`config.mk`:
```
export PLATFORM = sky130hd
export DESIGN_NAME = decode_scoreboard_flat
export DESIGN_NICKNAME = d
export VERILOG_FILES = /design/src/rtl/decode_scoreboard_if.sv /design/src/rtl/decode_scoreboard.sv /design/src/flat_wrapper.sv
export SDC_FILE = /design/constraint.sdc
export NUM_CORES = 1
export LEC_CHECK = 0
export ABC_AREA = 0
export CAP_MARGIN = 40
export CORE_ASPECT_RATIO = 1.4
export CORE_UTILIZATION = 40
export CTS_CLUSTER_DIAMETER = 120
export CTS_CLUSTER_SIZE = 8
export DETAILED_ROUTE_END_ITERATION = 6
export PLACE_DENSITY = 0.62
export SLEW_MARGIN = 20
export SYNTH_ARGS = -nofsm -noshare
export SYNTH_HDL_FRONTEND = slang
export SYNTH_SLANG_ARGS = --single-unit
```
`constraint.sdc`:
```
create_clock -name iClk -period 6.45 [get_ports iClk]
set_input_delay 1.29 -clock iClk [delete_from_list [all_inputs] [get_ports iClk]]
set_output_delay 1.29 -clock iClk [all_outputs]
set_load 0.005 [all_outputs]
```
`src/rtl/decode_scoreboard_if.sv`:
```
// Decode-to-scoreboard interface: instruction hazard fields, register-file
// writeback port, flush, and the scoreboard's issue decision back to decode.
//
// Handshake: iValid is the request from decode. !oStall is the ready that
// comes back in the same cycle. oIssue is iValid && ready && !iFlush, and
// the instruction moves to execute only in a cycle where oIssue is high.
// Decode must hold its fields stable while oStall is high.
interface decode_scoreboard_if;
    logic        iValid;
    logic [4:0]  iSrc0Addr;
    logic [4:0]  iSrc1Addr;
    logic        iSrc0En;
    logic        iSrc1En;
    logic [4:0]  iWriteAddr;
    logic        iWriteEn;
    logic        iMduOp;
    logic [4:0]  iWbAddr;
    logic        iWbEn;
    logic        iFlush;
    logic        oStall;
    logic        oIssue;
    logic        oMduBusy;
    logic [31:0] oPending;

    // Decode side and control decoder
    modport master (
        output iValid, iSrc0Addr, iSrc1Addr, iSrc0En, iSrc1En,
               iWriteAddr, iWriteEn, iMduOp, iWbAddr, iWbEn, iFlush,
        input  oStall, oIssue, oMduBusy, oPending
    );

    // Scoreboard side
    modport slave (
        input  iValid, iSrc0Addr, iSrc1Addr, iSrc0En, iSrc1En,
               iWriteAddr, iWriteEn, iMduOp, iWbAddr, iWbEn, iFlush,
        output oStall, oIssue, oMduBusy, oPending
    );
endinterface

```
`src/rtl/decode_scoreboard.sv`:
```
// Decode-stage issue controller. Tracks in-flight register writes (one
// pending bit per register, r0 included), the MDU busy counter, and a
// two-deep history of the youngest issued writers so a mispredict flush
// can retract their pending bits.
// Optional feature macro: SCOREBOARD_BYPASS_EN -- a same-cycle writeback
// clears a hazard combinationally (register file writes before it reads).
module decode_scoreboard #(
    parameter int MDU_LATENCY = 4
) (
    input  logic                  iClk,
    input  logic                  iRst_n,
    decode_scoreboard_if.slave    bus
);

    localparam logic [3:0] MDU_LOAD = 4'(MDU_LATENCY);

    logic [31:0] pending_q, pending_d;
    logic [3:0]  mdu_cnt_q, mdu_cnt_d;
    logic        h0_valid_q, h0_valid_d;
    logic [4:0]  h0_addr_q, h0_addr_d;
    logic        h1_valid_q, h1_valid_d;
    logic [4:0]  h1_addr_q, h1_addr_d;

    logic [31:0] pending_eff;
    logic        raw0, raw1, waw, structural;
    logic        stall, issue;

    // Hazard detection and the issue decision, gated off during reset
    always_comb begin
        pending_eff = pending_q;
`ifdef SCOREBOARD_BYPASS_EN
        if (bus.iWbEn) begin
            pending_eff[bus.iWbAddr] = 1'b0;
        end
`endif
        raw0       = bus.iSrc0En && pending_eff[bus.iSrc0Addr];
        raw1       = bus.iSrc1En && pending_eff[bus.iSrc1Addr];
        waw        = bus.iWriteEn && pending_eff[bus.iWriteAddr];
        structural = bus.iMduOp && (mdu_cnt_q != 4'd0);
        stall      = iRst_n && bus.iValid && (raw0 || raw1 || waw || structural);
        issue      = iRst_n && bus.iValid && !stall && !bus.iFlush;
    end

    // Next-state: writeback clear, then flush clear, then issue set (set wins)
    always_comb begin
        pending_d = pending_q;
        if (bus.iWbEn) begin
            pending_d[bus.iWbAddr] = 1'b0;
        end
        if (bus.iFlush) begin
            if (h0_valid_q) pending_d[h0_addr_q] = 1'b0;
            if (h1_valid_q) pending_d[h1_addr_q] = 1'b0;
        end
        if (issue && bus.iWriteEn) begin
            pending_d[bus.iWriteAddr] = 1'b1;
        end

        h0_valid_d = issue && bus.iWriteEn;
        h0_addr_d  = bus.iWriteAddr;
        h1_valid_d = h0_valid_q;
        h1_addr_d  = h0_addr_q;
        if (bus.iFlush) begin
            h0_valid_d = 1'b0;
            h1_valid_d = 1'b0;
        end

        // A flush does not cancel an MDU op already counting down
        mdu_cnt_d = mdu_cnt_q;
        if (issue && bus.iMduOp) begin
            mdu_cnt_d = MDU_LOAD;
        end else if (mdu_cnt_q != 4'd0) begin
            mdu_cnt_d = mdu_cnt_q - 4'd1;
        end
    end

    // State registers with synchronous active-low reset
    always_ff @(posedge iClk) begin
        if (!iRst_n) begin
            pending_q  <= '0;
            mdu_cnt_q  <= '0;
            h0_valid_q <= 1'b0;
            h0_addr_q  <= '0;
            h1_valid_q <= 1'b0;
            h1_addr_q  <= '0;
        end else begin
            pending_q  <= pending_d;
            mdu_cnt_q  <= mdu_cnt_d;
            h0_valid_q <= h0_valid_d;
            h0_addr_q  <= h0_addr_d;
            h1_valid_q <= h1_valid_d;
            h1_addr_q  <= h1_addr_d;
        end
    end

    assign bus.oStall   = stall;
    assign bus.oIssue   = issue;
    assign bus.oMduBusy = iRst_n && (mdu_cnt_q != 4'd0);
    assign bus.oPending = iRst_n ? pending_q : 32'h0;

endmodule

```
`src/flat_wrapper.sv`:
```
// flat-port wrapper written by rule: the top's interface ports become plain ports
module decode_scoreboard_flat 
#(
    parameter int MDU_LATENCY = 4
)
  (iClk, iRst_n, bus_iValid, bus_iSrc0Addr, bus_iSrc1Addr, bus_iSrc0En, bus_iSrc1En, bus_iWriteAddr, bus_iWriteEn, bus_iMduOp, bus_iWbAddr, bus_iWbEn, bus_iFlush, bus_oStall, bus_oIssue, bus_oMduBusy, bus_oPending);
  decode_scoreboard_if bus_i ();
  input  logic iClk;
  input  logic iRst_n;
  input wire logic [$bits(bus_i.iValid)-1:0] bus_iValid;
  input wire logic [$bits(bus_i.iSrc0Addr)-1:0] bus_iSrc0Addr;
  input wire logic [$bits(bus_i.iSrc1Addr)-1:0] bus_iSrc1Addr;
  input wire logic [$bits(bus_i.iSrc0En)-1:0] bus_iSrc0En;
  input wire logic [$bits(bus_i.iSrc1En)-1:0] bus_iSrc1En;
  input wire logic [$bits(bus_i.iWriteAddr)-1:0] bus_iWriteAddr;
  input wire logic [$bits(bus_i.iWriteEn)-1:0] bus_iWriteEn;
  input wire logic [$bits(bus_i.iMduOp)-1:0] bus_iMduOp;
  input wire logic [$bits(bus_i.iWbAddr)-1:0] bus_iWbAddr;
  input wire logic [$bits(bus_i.iWbEn)-1:0] bus_iWbEn;
  input wire logic [$bits(bus_i.iFlush)-1:0] bus_iFlush;
  output wire logic [$bits(bus_i.oStall)-1:0] bus_oStall;
  output wire logic [$bits(bus_i.oIssue)-1:0] bus_oIssue;
  output wire logic [$bits(bus_i.oMduBusy)-1:0] bus_oMduBusy;
  output wire logic [$bits(bus_i.oPending)-1:0] bus_oPending;
  assign bus_i.iValid = bus_iValid;
  assign bus_i.iSrc0Addr = bus_iSrc0Addr;
  assign bus_i.iSrc1Addr = bus_iSrc1Addr;
  assign bus_i.iSrc0En = bus_iSrc0En;
  assign bus_i.iSrc1En = bus_iSrc1En;
  assign bus_i.iWriteAddr = bus_iWriteAddr;
  assign bus_i.iWriteEn = bus_iWriteEn;
  assign bus_i.iMduOp = bus_iMduOp;
  assign bus_i.iWbAddr = bus_iWbAddr;
  assign bus_i.iWbEn = bus_iWbEn;
  assign bus_i.iFlush = bus_iFlush;
  assign bus_oStall = bus_i.oStall;
  assign bus_oIssue = bus_i.oIssue;
  assign bus_oMduBusy = bus_i.oMduBusy;
  assign bus_oPending = bus_i.oPending;
  decode_scoreboard #(.MDU_LATENCY(MDU_LATENCY)) u_core (.iClk(iClk), .iRst_n(iRst_n), .bus(bus_i));
endmodule
```
==> results of run 1 <==
-- per-layer routing --
metal	global-route usage, %	vias up	part of all wire [%]
met3	4.70	41	7.2
met4	14.8	0	4.9
met1	32.0	1821	41
li1	-	1775	-
met2	43.8	215	47
met5	0	-	0
-- stage by stage --
step,util [%],setup slack [ns],instances,instance area [um^2]
finish,49.9,0.916,592,4530
global route,49.9,0.692,592,4530
CTS,49.9,0.902,592,4530
detailed placement,47.9,0.918,584,4350
global placement,47.8,0.977,582,4340
floorplan,-,2.13,439,3790
-- registers in the layout, summed over array words and instances, names as in the netlist --
signal	flops
u_core.pending_eff	32
u_core.h0_addr_q	5
u_core.h1_addr_q	5
u_core.mdu_cnt_q	4
u_core.h0_valid_q	1
u_core.h1_valid_q	1
-- worst paths after layout --
check,start,endpoint,slack (ns),cells past startpoint
hold reg to reg,u_core.h0_addr_q[0]$_SDFF_PN0_,u_core.h1_addr_q[0]$_SDFF_PN0_,0.53,1
setup reg to reg,u_core.pending_eff[18]$_SDFF_PN0_,u_core.pending_eff[7]$_SDFF_PN0_,4.08,7
hold / removal,u_core.h0_addr_q[0]$_SDFF_PN0_,u_core.h1_addr_q[0]$_SDFF_PN0_,0.53,1
setup / recovery,bus_iSrc1Addr[0],bus_oIssue,0.92,8
-- final cells by class --
cell class                 instances  share of cell area, %
clock buffer                       6                   3.07
clock inverter                     2                  0.856
inverter                          29                   2.40
multi-input combinational        331                   54.6
sequential                        48                   21.2
tap                              107                   2.96
timing repair buffer              69                   14.9
-- cell usage after synthesis (14+ instances only) --
library cell | count | area share [%]
sky130_fd_sc_hd__and2_1 | 17 | 2.8
sky130_fd_sc_hd__a41o_1 | 18 | 4.8
sky130_fd_sc_hd__nand2_1 | 68 | 6.7
sky130_fd_sc_hd__nand3_1 | 22 | 2.9
sky130_fd_sc_hd__o22ai_1 | 34 | 5.6
sky130_fd_sc_hd__dfxtp_1 | 48 | 25
sky130_fd_sc_hd__a221oi_1 | 17 | 3.9
sky130_fd_sc_hd__nand3b_1 | 14 | 2.8
sky130_fd_sc_hd__mux2i_1 | 20 | 5.3
sky130_fd_sc_hd__o41ai_1 | 15 | 3.5
sky130_fd_sc_hd__inv_1 | 29 | 2.9
-- worst reg2reg max path: cells and delay by family (launching register included) --
kind / cells / cell delay (ns)
AOI/OAI and AO/OA: 3 / 0.68
and+or+nand+nor: 2 / 0.52
muxes: 1 / 0.46
DFF: 1 / 0.37
buffers and inverters: 1 / 0.29
-- power breakdown --
group          internal (uW)  leakage, uW  total (uW)  switching (uW)
Sequential               310     0.000390         324            13.5
Combinational           75.1      0.00142         168            93.1
Clock                    194    0.0000871         307             113
Total                    579      0.00190         799             219
-- kinds of logic (layout without fill, tap and decap cells) --
| logic type | Yosys count | in the layout | share of synthesized area, % |
|---|---|---|---|
| simple gates | 188 | 188 | 26.8 |
| compound gates | 101 | 101 | 20.9 |
| buf+inv | 60 | 106 | 9.25 |
| flops | 48 | 48 | 25.4 |
| mux | 40 | 40 | 17.1 |
| fa+ha+maj | 1 | 1 | 0.330 |
| xor+xnor | 1 | 1 | 0.231 |
==> results.yml, run 1 <==
outcome:
  status: "finished with violations"
  failing_checks: "DRC"
finish:
  n_fill_cell: 866
  mostFrequentLayoutCells: "sky130_fd_sc_hd__nand2_1, sky130_fd_sc_hd__clkdlybuf4s50_1, sky130_fd_sc_hd__dfxtp_1"
  share_of_cells_above_drive_strength_1_pct: 10.5
  count_of_antenna_diodes_in_the_layout: 0
  multi_input_area_um2: 2470
  area.sequential_um2: 961
  final_nets: 514
  commonest_non_fill_non_tap_cell_in_the_layout: "sky130_fd_sc_hd__nand2_1"
  synth_to_final_area_change_pct: 19.6
logic_synthesis:
  synth_edf_count: 0
  distinct_cell_type_count_of_the_synthesized_netlist: 50
  postSynthNetCount: 469
  synthesis.area_per_instance_um2: 8.62
  synth-async-reset-ratio_pct: 0
  syn-instance-count: 439
  netlist_area_um2: 3790
  ys_seq_area_share_pct: 25.4
  yosysWarnings: 0
  ys.flop_type: "sky130_fd_sc_hd__dfxtp_1"
  ys_seq_elements: 48
sta:
  timing_worst_slew_pin_value_ns: 0.676
  totalNegativeSetupSlack_ns: 0
  maxClockFrequency_mhz: 181
  period_share_pct: 85.8
  slew_headroom_pct: 54.8
  final.setup_skew_ns: 0.00687
  post-route-min-period_ns: 5.53
  rsz0062_at_grt: "false"
  report.final.setup_viol: 0
  report.final.hold_viol_count: 0
  finalMaxSlewViolations: 0
  fin_worst_hold_slack_ns: 0.534
worst_setup_path:
  crit_type: "in -> out"
  startpoint_type: "input port"
  worstSetupEndpointType: "output port"
  critical-path-max-stage-delay_ns: 0.69
  crit_path_cell_trace: "clkdlybuf4s50_1, mux4_2, nor2b_1, a211o_1, a32oi_1, and2_0, and3_1, clkdlybuf4s50_1"
  worst-endpoint-required_ns: 5.16
  cp_num_buf_inv: 2
  cp_top_family: "buffers and inverters"
  crit_path_arrival_time_ns: 4.24
  most_frequent_cell_on_the_critical_path: "sky130_fd_sc_hd__clkdlybuf4s50_1"
  critical_path.slowest_cell: "sky130_fd_sc_hd__clkdlybuf4s50_1"
  path_max_fanout: 7
placed_design:
  portBuffers: 63
  dp.final_hpwl_mm: 9.62
  place.gp.congestion: 0.891
clock_network:
  post_cts.resized_instances: 0
  holdBufCountCts: 0
  cts_htree_levels: 2
  cts_setup_buffers: 0
  cts_num_sinks: 48
  cts_tree: "built"
  worstSkewPairLatency_ns: 0.30
  worst_setup_hold_path_clk_slew_ns: 0.06
  clock-root-buffer: "sky130_fd_sc_hd__clkbuf_16"
  cts_buffer_depth: 2
  cts_inserted_buffers: 5
floorplanning:
  initial_core_util_pct: 41.7
  top_ports: 64
  core.rowCount: 41
  die-height_um: 117
  floorplan.core_area_um2: 9080
  die-area_um2: 9860
  fp.dieW_um: 84.2
routing:
  drc_errors: 12
  drt_iter0_markers: 376
  via_count: 3852
  detail_route.first_pass.iterations: 7
  route.antenna.remaining_nets: 0
  avgViaCountPerCell: 6.51
  wl_per_cell_um: 21.5
  aggregate_routed_wire_length_mm: 12.7
global_route:
  grt_start_max_net_pins: 53
  grt_pass1_wl_mm: 19.4
  global_route.usage.total_pct: 26.2
  overflow: 0
  grt_antenna_before_repair: 0
  first_global_vias: 3481
power:
  power.ir.vdd_worst_mv: 0.0873
  post-layout-total-power_uw: 799
  power_per_cell_area_nw_per_um2: 176
  total_leakage_power_uw: 0.00190
hold_path:
  timing.hold.worst.class: "reg -> reg"
flow_run:
  maxCapViolCount: 0
(Power assumes the default switching activity.)
==> run 2, diff against run 1 <==
--- a/config.mk
+++ b/config.mk
@@ -8,11 +8,11 @@
 export ABC_AREA = 0
 export CAP_MARGIN = 40
 export CORE_ASPECT_RATIO = 1.4
-export CORE_UTILIZATION = 40
+export CORE_UTILIZATION = 50
 export CTS_CLUSTER_DIAMETER = 120
 export CTS_CLUSTER_SIZE = 8
 export DETAILED_ROUTE_END_ITERATION = 6
-export PLACE_DENSITY = 0.62
+export PLACE_DENSITY = 0.75
 export SLEW_MARGIN = 20
 export SYNTH_ARGS = -nofsm -noshare
 export SYNTH_HDL_FRONTEND = slang
==> run 2 against run 1 <==
Effect of this change:
- the run now ends clean
- worst setup slack lost 0.0051 ns
- wire length shrank 1.8%
- clock skew is 0.0022 ns higher
- fmax about the same
- critical path type unchanged
- highest routed layer unchanged
==> results.yml, run 2 (synthesized netlist as in run 1, its figures left out) <==
outcome:
  status: "finished clean"
routing:
  metal1_wirelength_mm: 4.85
  detail_route.first_pass.iterations: 5
  avgViaCountPerCell: 6.73
  route.antenna.remaining_nets: 0
  wl_met3_mm: 1.04
  via_count: 3918
  highest-signal-layer: "met4"
  wl_per_cell_um: 21.5
  drt_iter0_markers: 492
  aggregate_routed_wire_length_mm: 12.5
  routed-wl-met2_mm: 5.78
  drc_errors: 0
sta:
  report.final.setup_viol: 0
  period_share_pct: 85.9
  report.final.hold_viol_count: 0
  maxClockFrequency_mhz: 181
  timing_worst_slew_pin_value_ns: 0.765
  post-route-min-period_ns: 5.54
  rsz0062_at_grt: "false"
  finalMaxSlewViolations: 0
  slew_headroom_pct: 48.6
  final.setup_skew_ns: 0.00911
  totalNegativeSetupSlack_ns: 0
clock_network:
  cts_inserted_buffers: 5
  cts_buffer_depth: 2
  cts_num_sinks: 48
  holdBufCountCts: 0
  clock-root-buffer: "sky130_fd_sc_hd__clkbuf_8"
  cts_htree_levels: 2
  worstSkewPairLatency_ns: 0.31
  post_cts.resized_instances: 0
  cts_setup_buffers: 0
  worst_setup_hold_path_clk_slew_ns: 0.09
  cts_tree: "built"
worst_setup_path:
  most_frequent_cell_on_the_critical_path: "sky130_fd_sc_hd__clkdlybuf4s50_1"
  worst-endpoint-required_ns: 5.16
  crit_path_cell_trace: "clkdlybuf4s50_1, mux4_2, nor2b_1, a211o_1, a32oi_1, and2_0, and3_1, clkdlybuf4s50_1"
  critical_path.slowest_cell: "sky130_fd_sc_hd__clkdlybuf4s50_1"
  critical-path-max-stage-delay_ns: 0.70
  crit_path_arrival_time_ns: 4.25
  path_max_fanout: 7
  crit_type: "in -> out"
  worstSetupEndpointType: "output port"
  startpoint_type: "input port"
  regToRegSetupSlack_ns: 4.02
placed_design:
  dp.final_hpwl_mm: 9.34
  place.gp.congestion: 0.957
  portBuffers: 63
floorplanning:
  fp.dieW_um: 75.5
  initial_core_util_pct: 51.4
  die-height_um: 105
  top_ports: 64
  floorplan.core_area_um2: 7360
  die-area_um2: 7930
  core.rowCount: 37
global_route:
  first_global_vias: 3612
  grt_antenna_before_repair: 0
  overflow: 0
  grt_start_max_net_pins: 53
  grt_pass1_wl_mm: 19.7
  global_route.usage.total_pct: 33.4
power:
  power_per_cell_area_nw_per_um2: 160
  total_leakage_power_uw: 0.00187
  power.ir.vdd_worst_mv: 0.0936
finish:
  count_of_antenna_diodes_in_the_layout: 0
  n_fill_cell: 667
  synth_to_final_area_change_pct: 17.8
  multi_input_area_um2: 2470
  area.sequential_um2: 961
  largest_register_ffs: 32
  final_nets: 514
  commonest_non_fill_non_tap_cell_in_the_layout: "sky130_fd_sc_hd__nand2_1"
  mostFrequentLayoutCells: "sky130_fd_sc_hd__nand2_1, sky130_fd_sc_hd__clkdlybuf4s50_1, sky130_fd_sc_hd__dfxtp_1"
  finish.utilization_pct: 60.6
  share_of_cells_above_drive_strength_1_pct: 10.5
flow_run:
  maxCapViolCount: 0
hold_path:
  timing.hold.worst.class: "reg -> reg"
==> run 2: cell types whose count changed in the layout (fill, tap and decap cells not counted), sizes merged <==
cell / previous run / this run
clkbuf: 6 / 5
clkinv: 1 / 0
clkinvlp: 0 / 1
inv: 29 / 30
==> run 2: per-stage QoR <==
stage,instance area [um^2],hold WS (ns),setup WS [ns],std cells,power (uW)
after global routing,4460,0.559,0.826,582,747
after floorplan,3790,0.484,2.13,439,445
final,4460,0.542,0.911,582,714
after detailed placement,4350,0.528,0.940,574,494
after CTS,4460,0.544,0.927,582,711
after global placement,4320,0.517,1.00,571,490
==> run 2: final timing paths <==
path | start | endpoint | cells after the start
setup / recovery | bus_iSrc1Addr[0] | bus_oIssue | 8
hold / removal | u_core.h0_addr_q[1]$_SDFF_PN0_ | u_core.h1_addr_q[1]$_SDFF_PN0_ | 1
setup reg to reg | u_core.pending_eff[22]$_SDFF_PN0_ | u_core.pending_eff[15]$_SDFF_PN0_ | 6
hold reg to reg | u_core.h0_addr_q[1]$_SDFF_PN0_ | u_core.h1_addr_q[1]$_SDFF_PN0_ | 1
==> run 2: area by class of cell <==
class                   count  share of cell area [%]
multi-input cells         331                    55.5
inverters                  29                    2.44
clock inverters             3                    1.04
clock buffers               5                    1.54
well taps                  97                    2.72
repair buffers             69                    15.3
flip-flops and latches     48                    21.5
==> run 2: critical path: cells and delay by family <==
kind / cells / cell delay [ns]
AO/OA/AOI/OAI: 2 / 0.47
buffers and inverters: 2 / 1.19
multiplexers: 1 / 0.55
AND/OR/NAND/NOR: 3 / 0.74
==> run 2: power breakdown <==
group	total, uW	leakage (uW)	switching [uW]	internal [uW]
Combinational	168	0.00143	92.6	75.6
Sequential	323	0.000390	13.6	310
Clock	222	0.0000548	106	117
Total	714	0.00187	212	502
==> run 2: per-layer routing <==
metal	vias to the layer above	GRT usage [%]
li1	1769	-
met2	292	51.1
met4	0	20.6
met3	57	5.30
met1	1800	42.8
met5	-	0
